`config.mk`:
```
export PLATFORM = sky130hd
export DESIGN_NAME = gray_seq_ctrl
export DESIGN_NICKNAME = d
export VERILOG_FILES = /design/src/rtl/gray_seq_pkg.sv /design/src/rtl/gray_ruler_step.sv /design/src/rtl/gray_seq_ctrl.sv
export SDC_FILE = /design/constraint.sdc
export NUM_CORES = 1
export LEC_CHECK = 0
export BUFFER_PORTS_ARGS = -buffer_cell sky130_fd_sc_hd__buf_2
export CORE_MARGIN = 8
export CORE_UTILIZATION = 45
export DETAILED_ROUTE_END_ITERATION = 7
export PLACE_DENSITY = 0.66
export SYNTH_ARGS = -nofsm -noshare
export SYNTH_HDL_FRONTEND = slang
export SYNTH_SLANG_ARGS = --single-unit
```
`constraint.sdc`:
```
create_clock -name clk -period 1.8 [get_ports clk]
set_input_delay 0.18 -clock clk [delete_from_list [all_inputs] [get_ports clk]]
set_output_delay 0.18 -clock clk [all_outputs]
set_load 0.01 [all_outputs]
```
`src/rtl/gray_seq_pkg.sv`:
```
// ---------------------------------------------------------------------------
// gray_seq_pkg
// Shared types and helpers for the gray code sequencing controller.
//   state_t   : controller states (IDLE, RUN)
//   FLIP_W    : width of the flip-index field for an N-bit gray word
//   tz_index  : trailing-zero index of a step count, N-1 when the count is 0
// ---------------------------------------------------------------------------
package gray_seq_pkg;

    typedef enum logic {
        IDLE = 1'b0,
        RUN  = 1'b1
    } state_t;

    // Width needed to name any bit of an N-bit word.
    function automatic int FLIP_W(input int n);
        return $clog2(n);
    endfunction

    // Ruler-sequence bit for a step count. Only the low n bits of v count.
    // A zero count means a full wrap, which flips the top bit.
    function automatic int tz_index(input logic [15:0] v, input int n);
        int r;
        r = n - 1;
        for (int i = 15; i >= 0; i--) begin
            if ((i < n) && v[i]) begin
                r = i;
            end
        end
        return r;
    endfunction

endpackage

```
`src/rtl/gray_ruler_step.sv`:
```
// ---------------------------------------------------------------------------
// gray_ruler_step
// Holds the step count and the current gray word, and advances the word by
// one ruler step when enabled. Build option GRAY_SEQ_CTRL_DIR_EN adds the
// 'down' input for reverse stepping.
// Ports:
//   clk, rst_n : clock and asynchronous active-low reset
//   clear      : return count, word and flip index to zero (wins over step)
//   step       : apply one step
//   down       : (GRAY_SEQ_CTRL_DIR_EN only) 1 = step downwards
//   code       : current gray word
//   flip       : index of the bit changed by the last step
// ---------------------------------------------------------------------------
module gray_ruler_step
    import gray_seq_pkg::*;
#(
    parameter int N = 3,
    localparam int FW = FLIP_W(N)
) (
    input  logic          clk,
    input  logic          rst_n,
    input  logic          clear,
    input  logic          step,
`ifdef GRAY_SEQ_CTRL_DIR_EN
    input  logic          down,
`endif
    output logic [N-1:0]  code,
    output logic [FW-1:0] flip
);

    logic [N-1:0]  cnt;
    logic [N-1:0]  cnt_nxt;
    logic [FW-1:0] f_nxt;

    // Next count and the bit to flip. Going up, the bit is the trailing-zero
    // index of the new count; going down it is that of the old count, which
    // retraces the up sequence in reverse.
    always_comb begin
        cnt_nxt = cnt + N'(1);
        f_nxt   = FW'(tz_index(16'(cnt_nxt), N));
`ifdef GRAY_SEQ_CTRL_DIR_EN
        if (down) begin
            cnt_nxt = cnt - N'(1);
            f_nxt   = FW'(tz_index(16'(cnt), N));
        end
`endif
    end

    // Count, word and flip index registers.
    always_ff @(posedge clk or negedge rst_n) begin
        if (!rst_n) begin
            cnt  <= '0;
            code <= '0;
            flip <= '0;
        end else if (clear) begin
            cnt  <= '0;
            code <= '0;
            flip <= '0;
        end else if (step) begin
            cnt  <= cnt_nxt;
            code <= code ^ (N'(1) << f_nxt);
            flip <= f_nxt;
        end
    end

endmodule

```
`src/rtl/gray_seq_ctrl.sv`:
```
// ---------------------------------------------------------------------------
// gray_seq_ctrl
// Streams an N-bit reflected gray sequence on a valid/ready interface, with
// start/stop control, single-pass or continuous wrap, last and done framing.
// Build option GRAY_SEQ_CTRL_DIR_EN adds the 'dir' input (0 up, 1 down).
// Ports:
//   clk, rst_n : clock and asynchronous active-low reset
//   start      : begin a sequence (IDLE only, ignored while stop is high)
//   stop       : abort and return to IDLE after any same-cycle transfer
//   cont       : latched at start; 1 = continuous wrap, 0 = one pass
//   dir        : (GRAY_SEQ_CTRL_DIR_EN only) latched at start
//   out_ready  : sink accepts the word
//   out_valid  : out_code/out_flip/out_last are valid
//   out_code   : current gray word
//   out_flip   : bit changed from the previous word (0 on the first word)
//   out_last   : word is the 2^N-th of the current pass
//   busy       : high in RUN
//   done       : one-cycle pulse on return to IDLE
// ---------------------------------------------------------------------------
module gray_seq_ctrl
    import gray_seq_pkg::*;
#(
    parameter int N = 3,
    localparam int FW = FLIP_W(N)
) (
    input  logic          clk,
    input  logic          rst_n,
    input  logic          start,
    input  logic          stop,
    input  logic          cont,
`ifdef GRAY_SEQ_CTRL_DIR_EN
    input  logic          dir,
`endif
    input  logic          out_ready,
    output logic          out_valid,
    output logic [N-1:0]  out_code,
    output logic [FW-1:0] out_flip,
    output logic          out_last,
    output logic          busy,
    output logic          done
);

    state_t        state;
    state_t        next_state;
    logic [N-1:0]  idx;
    logic          last_q;
    logic          cont_q;
    logic          done_q;
    logic          xfer;
    logic          start_ok;
    logic          end_run;
    logic [N-1:0]  code_q;
    logic [FW-1:0] flip_q;
`ifdef GRAY_SEQ_CTRL_DIR_EN
    logic          dir_q;
`endif

    // Handshake and control events seen this cycle.
    always_comb begin
        xfer     = (state == RUN) && out_ready;
        start_ok = (state == IDLE) && start && !stop;
        end_run  = (state == RUN) && (stop || (xfer && last_q && !cont_q));
    end

    // State register.
    always_ff @(posedge clk or negedge rst_n) begin
        if (!rst_n) begin
            state <= IDLE;
        end else begin
            state <= next_state;
        end
    end

    // Next-state logic.
    always_comb begin
        next_state = state;
        case (state)
            IDLE:    if (start_ok) next_state = RUN;
            RUN:     if (end_run)  next_state = IDLE;
            default: next_state = IDLE;
        endcase
    end

    // Beat index, registered last flag, latched mode bits and done pulse.
    // last_q is computed from the index the word will have after the step,
    // so out_last is a plain flop output.
    always_ff @(posedge clk or negedge rst_n) begin
        if (!rst_n) begin
            idx    <= '0;
            last_q <= 1'b0;
            cont_q <= 1'b0;
            done_q <= 1'b0;
`ifdef GRAY_SEQ_CTRL_DIR_EN
            dir_q  <= 1'b0;
`endif
        end else begin
            done_q <= end_run;
            if (start_ok) begin
                idx    <= '0;
                last_q <= 1'b0;
                cont_q <= cont;
`ifdef GRAY_SEQ_CTRL_DIR_EN
                dir_q  <= dir;
`endif
            end else if (end_run) begin
                idx    <= '0;
                last_q <= 1'b0;
            end else if (xfer) begin
                idx    <= idx + N'(1);
                last_q <= ((idx + N'(1)) == '1);
            end
        end
    end

    // Word generator: cleared on entry to and exit from RUN, stepped on each
    // transfer that keeps the sequence running.
    gray_ruler_step #(.N(N)) u_step (
        .clk   (clk),
        .rst_n (rst_n),
        .clear (start_ok || end_run),
        .step  (xfer && !end_run),
`ifdef GRAY_SEQ_CTRL_DIR_EN
        .down  (dir_q),
`endif
        .code  (code_q),
        .flip  (flip_q)
    );

    // Output decode; every output comes straight from a register.
    always_comb begin
        out_valid = (state == RUN);
        busy      = (state == RUN);
        out_code  = code_q;
        out_flip  = flip_q;
        out_last  = last_q;
        done      = done_q;
    end

endmodule

```
==> impl_metrics.py, run 1 <==
metrics = {
    "timing": {
        "hold_viol": 0,
        "fin_crit_ns": 1.32,
        "worst_pin_slew_ns": 0.361,
        "fin_crit_sh_pct": 73.1,
        "skew_ns": 0.00385,
        "fin_tns_setup_ns": 0,
        "slew_headroom_pct": 75.9,
        "max_freq_mhz": 760,
        "rsz0062_at_grt": "false",
        "finalMaxSlewViolations": 0,
        "setup_violations": 0,
    },
    "setup_path": {
        "r2r_slack_ns": 0.48,
        "crit_fanout": 13,
        "end_kind": "flop",
        "required_ns": 1.99,
        "cp_cell_sequence": "buf_4 > o22a_2 > a311oi_2",
        "cp_num_cells": 3,
        "max_stage_delay_ns": 0.38,
        "r2r_end": "u_step.cnt[1]",
        "crit_arrival_ns": 1.50,
        "cp_top_family": "compound AO/OA/AOI/OAI gates",
        "cp.buffers_inverters": 1,
        "path_class": "reg2reg",
        "r2r_cells": 3,
        "reg2reg_from": "busy",
        "critPathLaunchType": "flop",
        "cp_slowest_cell": "dfrtp_1",
    },
    "route": {
        "via_count": 480,
        "viasPerCell": 5.11,
        "routed_wl_um": 1300,
        "drtAntennaViolNets": 0,
        "wl_per_cell_um": 13.8,
        "drt_iter0_drc": 2,
        "drc": 0,
        "dr.pass1.iters": 2,
    },
    "outcome": {
        "status": "completed",
    },
    "yosys": {
        "synthAdderAreaFrac_pct": 6.83,
        "synthDistinctLibCells": 26,
        "synth_cells": 63,
        "synth_top_family_by_area": "simple AND/OR/NAND/NOR gates",
        "synth_mux_area_share_pct": 1.54,
        "postSynthAreaPerCell_um2": 11.6,
        "ys_ff_latch": 14,
        "synth_xor_area_share_pct": 7.17,
        "synth-simple-area-share_pct": 18.1,
        "synth_area_um2": 733,
        "synth_fp_nets": 73,
        "seq_area_frac_synth_pct": 47.8,
        "synth-compound-area-share_pct": 11.9,
        "ys_warn_count": 0,
    },
    "cts": {
        "insertion_delay_ns": 0.27,
        "root_buffer": "clkbuf_4",
        "cts_max_path_buffers": 2,
        "cts_tree": "built",
        "postCtsSetupBuffers": 0,
        "htree_levels": 1,
        "cts.sinks": 14,
        "clk_pin_slew_ns": 0.08,
        "numCtsBuffers": 3,
    },
    "grt": {
        "grtUsageMet1_pct": 10.5,
        "grt_max_degree": 15,
        "grt_overflow_total": 0,
        "grt_usage_pct": 9.42,
        "grt_pass1_vias": 523,
        "antenna_found_initial": 0,
        "grt_pass1_wl_um": 2370,
        "gr-usage-met3_pct": 6.52,
        "busiest_layer": "met2",
        "met2_usage_pct": 13.9,
    },
    "power_and_ir_drop": {
        "p_per_area_nw_per_um2": 1060,
        "vdd_drop_max_v": 0.000742,
        "fin_total_pwr_uw": 873,
        "leakagePower_uw": 0.000405,
    },
    "placement": {
        "port_buffers": 14,
        "hpwl_um": 954,
        "dp.cells": 90,
        "gp_congestion": 0.705,
        "place_area_um2": 790,
    },
    "floorplan": {
        "die_x_um": 56.4,
        "rows": 14,
        "start_util_pct": 48.1,
        "ios": 15,
        "die_h_um": 56.4,
        "coreArea_um2": 1520,
        "die_area_um2": 3180,
    },
    "min_path": {
        "hold_path_depth": 2,
        "hold_path.class": "in2reg",
        "whs_endpoint": "cont_q",
        "worstHoldStart": "cont",
    },
    "job": {
        "drv_cap": 0,
    },
    "finish": {
        "diodes": 0,
        "n_fill_cell": 130,
        "fin_util_pct": 53.9,
        "area_growth_pct": 12.1,
        "layout.nets": 90,
        "finalInstanceArea_um2": 822,
        "finalNonFillerCells": 94,
        "drive_above_1_share_pct": 42.3,
    },
}
repair_timing:
action                    in CTS  in global routing
hold endpoints to repair      14                  0
hold buffers                   1                  0
gates resized for setup        0                  0
worst max path at each step:
| stage | startpoint | endpoint |
|---|---|---|
| floorplan | busy | u_step.cnt[1] |
| global placement | busy | u_step.cnt[1] |
| detailed placement | busy | u_step.cnt[1] |
| CTS | busy | u_step.cnt[1] |
| global route | busy | u_step.cnt[1] |
| finish | busy | u_step.cnt[1] |
cell usage in the layout (no fill, tap or decap), drive strengths merged, types with 2 or more instances in the layout:
cell    instances
buf            15
dfrtp          14
nor2            7
a21oi           6
xor2            5
nand2           5
ha              4
nand3           3
clkbuf          3
inv             2
nor2b           2
power breakdown:
part / switching (uW) / internal, uW / total (uW)
sequential: 40.7 / 373 / 414
combinational: 172 / 118 / 290
clock: 91.7 / 77.5 / 169
through the flow:
step,hold slack [ns],setup WS [ns]
after CTS,0.119,0.470
after global placement,0.0916,0.540
after floorplan,-0.116,0.615
after detailed placement,0.0939,0.505
after global routing,0.111,0.435
final,0.125,0.485
cells in the mapped netlist:
library cell / n / area [um^2]
mux2_1: 1 / 11.3
nor2_1: 2 / 7.51
nor2b_1: 2 / 12.5
inv_1: 2 / 7.51
ha_1: 4 / 50.1
nor2_2: 4 / 25.0
nand2_1: 4 / 15.0
a21oi_2: 5 / 43.8
xor2_1: 5 / 43.8
a311oi_2: 1 / 15.0
a21oi_1: 1 / 5.00
o22a_2: 1 / 10.0
nand2_4: 1 / 11.3
o21a_2: 1 / 8.76
o21ai_0: 1 / 5.00
nand3_1: 3 / 15.0
xnor2_1: 1 / 8.76
nand4_1: 1 / 6.26
or3_1: 1 / 6.26
buf_6: 3 / 33.8
or2b_1: 1 / 7.51
buf_4: 1 / 7.51
nor2_4: 1 / 11.3
and3b_1: 1 / 8.76
or2_2: 1 / 6.26
dfrtp_1: 14 / 350
cell type report:
| type | instances | area [um^2] | share of cell area (%) |
|---|---|---|---|
| sequential | 14 | 350 | 42.6 |
| clock buffer | 3 | 22.5 | 2.74 |
| inverter | 2 | 7.51 | 0.913 |
| tap | 16 | 20.0 | 2.44 |
| multi-input combinational | 43 | 334 | 40.6 |
| timing repair buffer | 16 | 87.6 | 10.7 |
cell families (layout without fill, tap and decap cells):
group,count (synthesis),count (layout)
multiplexers,1,1
buffers and inverters,6,21
flip-flops,14,14
AO/OA/AOI/OAI,10,10
AND/OR/NAND/NOR,22,22
adder cells (fa/ha/maj),4,4
XOR/XNOR,6,6
registers in the layout, summed over array words and instances, names as in the netlist:
signal       flops
idx              3
u_step.code      3
u_step.cnt       2
u_step.flip      2
busy             1
cont_q           1
done             1
out_last         1
metal layers:
metal | vias to the layer above | share of wire [%]
met2 | 13 | 45
met1 | 226 | 47
met3 | 2 | 7.3
met5 | - | 0
met4 | 0 | 0.46
li1 | 239 | -
Power figures use the tool's default switching activity.
==> inputs of run 2 (changes only) <==
--- a/config.mk
+++ b/config.mk
@@ -9,7 +9,7 @@
 export CORE_MARGIN = 8
 export CORE_UTILIZATION = 45
 export DETAILED_ROUTE_END_ITERATION = 7
-export PLACE_DENSITY = 0.66
+export PLACE_DENSITY = 0.68
 export SYNTH_ARGS = -nofsm -noshare
 export SYNTH_HDL_FRONTEND = slang
 export SYNTH_SLANG_ARGS = --single-unit
==> constraint.sdc (replaced) <==
create_clock -name clk -period 1.15 [get_ports clk]
set_input_delay 0.115 -clock clk [delete_from_list [all_inputs] [get_ports clk]]
set_output_delay 0.115 -clock clk [all_outputs]
set_load 0.01 [all_outputs]
==> run 2 against run 1 <==
Against the previous run: global-route usage is 0.41 points lower; critical path depth is 1 higher; hold slack worse by 0.074 ns; die area stayed put; sequential power is 58% higher; sequential share of layout area is 6.5 points lower; final cell count is 13% higher; combinational power is 120% higher; largest power group unchanged.
==> impl_metrics.py, run 2 (same netlist as run 1, synthesis figures left out) <==
metrics = {
    "timing": {
        "max_freq_mhz": 873,
        "finalMaxSlewViolations": 0,
        "worst_pin_slew_ns": 0.310,
        "fin_ws_ns": 0.00507,
        "holdWs_ns": 0.0506,
        "hold_viol": 0,
        "rsz0062_at_grt": "true",
        "fin_crit_ns": 1.14,
        "skew_ns": 0.000806,
        "slew_headroom_pct": 79.3,
        "setup_violations": 0,
        "fin_crit_sh_pct": 99.6,
    },
    "floorplan": {
        "start_util_pct": 48.1,
        "die_x_um": 56.4,
        "die_h_um": 56.4,
        "coreArea_um2": 1520,
        "rows": 14,
        "ios": 15,
        "die_area_um2": 3180,
    },
    "job": {
        "drv_cap": 0,
    },
    "power_and_ir_drop": {
        "leakagePower_uw": 0.000474,
        "p_per_area_nw_per_um2": 1690,
        "vdd_drop_max_v": 0.000884,
    },
    "min_path": {
        "hold_path.class": "in2reg",
    },
    "outcome": {
        "status": "completed",
    },
    "finish": {
        "finalNonFillerCells": 106,
        "n_fill_cell": 125,
        "mostFrequentLayoutCells": "dfrtp_1, buf_2, buf_4",
        "fin_util_pct": 63.6,
        "final-seq-area_um2": 350,
        "diodes": 0,
        "area_growth_pct": 32.3,
        "drive_above_1_share_pct": 56.7,
        "reg_top3": "idx (3), u_step.code (3)",
        "layout.nets": 101,
        "multi_input_area_um2": 374,
        "finalInstanceArea_um2": 970,
    },
    "grt": {
        "grt_usage_pct": 9.01,
        "antenna_found_initial": 0,
        "grt_pass1_wl_um": 2330,
        "grt_overflow_total": 0,
        "grt_pass1_vias": 535,
        "grt_max_degree": 15,
    },
    "route": {
        "dr.pass1.iters": 4,
        "wl_per_cell_um": 12.8,
        "via_count": 523,
        "drc": 0,
        "drtAntennaViolNets": 0,
        "drt_iter0_drc": 6,
        "routed_wl_um": 1360,
        "viasPerCell": 4.93,
    },
    "cts": {
        "root_buffer": "clkbuf_4",
        "cts_max_path_buffers": 2,
        "numCtsBuffers": 3,
        "cts.sinks": 14,
        "clk_pin_slew_ns": 0.08,
        "htree_levels": 1,
        "cts_tree": "built",
        "insertion_delay_ns": 0.27,
    },
    "placement": {
        "port_buffers": 14,
        "gp_congestion": 0.690,
        "hpwl_um": 996,
        "place_area_um2": 857,
        "pre_cts_slack_ns": -0.0174,
        "dp.cells": 99,
    },
    "setup_path": {
        "max_stage_delay_ns": 0.38,
        "cp_cell_sequence": "or2b_1 > o22a_2 > buf_6 > a21oi_2",
        "required_ns": 1.36,
        "critPathLaunchType": "flop",
        "path_class": "reg2reg",
        "end_kind": "flop",
        "crit_arrival_ns": 1.35,
        "crit_fanout": 4,
        "cp_slowest_cell": "dfrtp_1",
    },
}
[run 2: per-stage QoR]
stage,total power (uW),TNS [ns]
global route,1770,-0.470
finish,1640,0
CTS,1580,-0.0493
global placement,1190,0
floorplan,1020,-0.142
detailed placement,1200,-0.0925
[run 2: layout make-up]
cell class | count | share of cell area [%]
Clock buffer | 4 | 3.74
Sequential cell | 14 | 36.1
Inverter | 2 | 0.774
Timing Repair Buffer | 27 | 18.7
Tap cell | 16 | 2.06
Multi-Input combinational cell | 43 | 38.6
[run 2: final timing paths]
path	start	slack, ns	cells past startpoint	end
worst max-delay path	busy	0.005	4	out_last
worst min-delay path	cont	0.05	2	cont_q
worst max register to register	busy	0.005	4	out_last
worst min register to register	cont_q	0.49	1	cont_q
max in group asynchronous	rst_n	0.66	2	u_step.flip[1]
min in group asynchronous	rst_n	0.26	2	cont_q
[run 2: power by group]
group	switching, uW	internal, uW	total [uW]
Combinational	313	329	642
Clock	153	192	345
Sequential	70.7	584	655
[run 2: worst max-delay path: cells and delay by family (launching register included)]
kind / cells / cell delay (ns)
AND/OR/NAND/NOR: 1 / 0.24
flip-flops: 1 / 0.38
AO/OA/AOI/OAI: 2 / 0.32
buffers and inverters: 1 / 0.14
[run 2: timing repair]
item                                    in CTS  in global routing
setup buffers                                0                  2
pin swaps                                    2                  7
hold buffers                                 1                  0
resized for setup                            2                  9
hold endpoints to repair                    14                  0
endpoints found under the setup margin      11                 12
[run 2: per-layer routing]
| layer | GRT usage (%) | vias up | part of all wire, % |
|---|---|---|---|
| met5 | 0 | - | 0 |
| li1 | - | 262 | - |
| met1 | 11.1 | 249 | 48 |
| met4 | 4.12 | 0 | 0 |
| met3 | 3.82 | 0 | 5.5 |
| met2 | 13.2 | 12 | 46 |
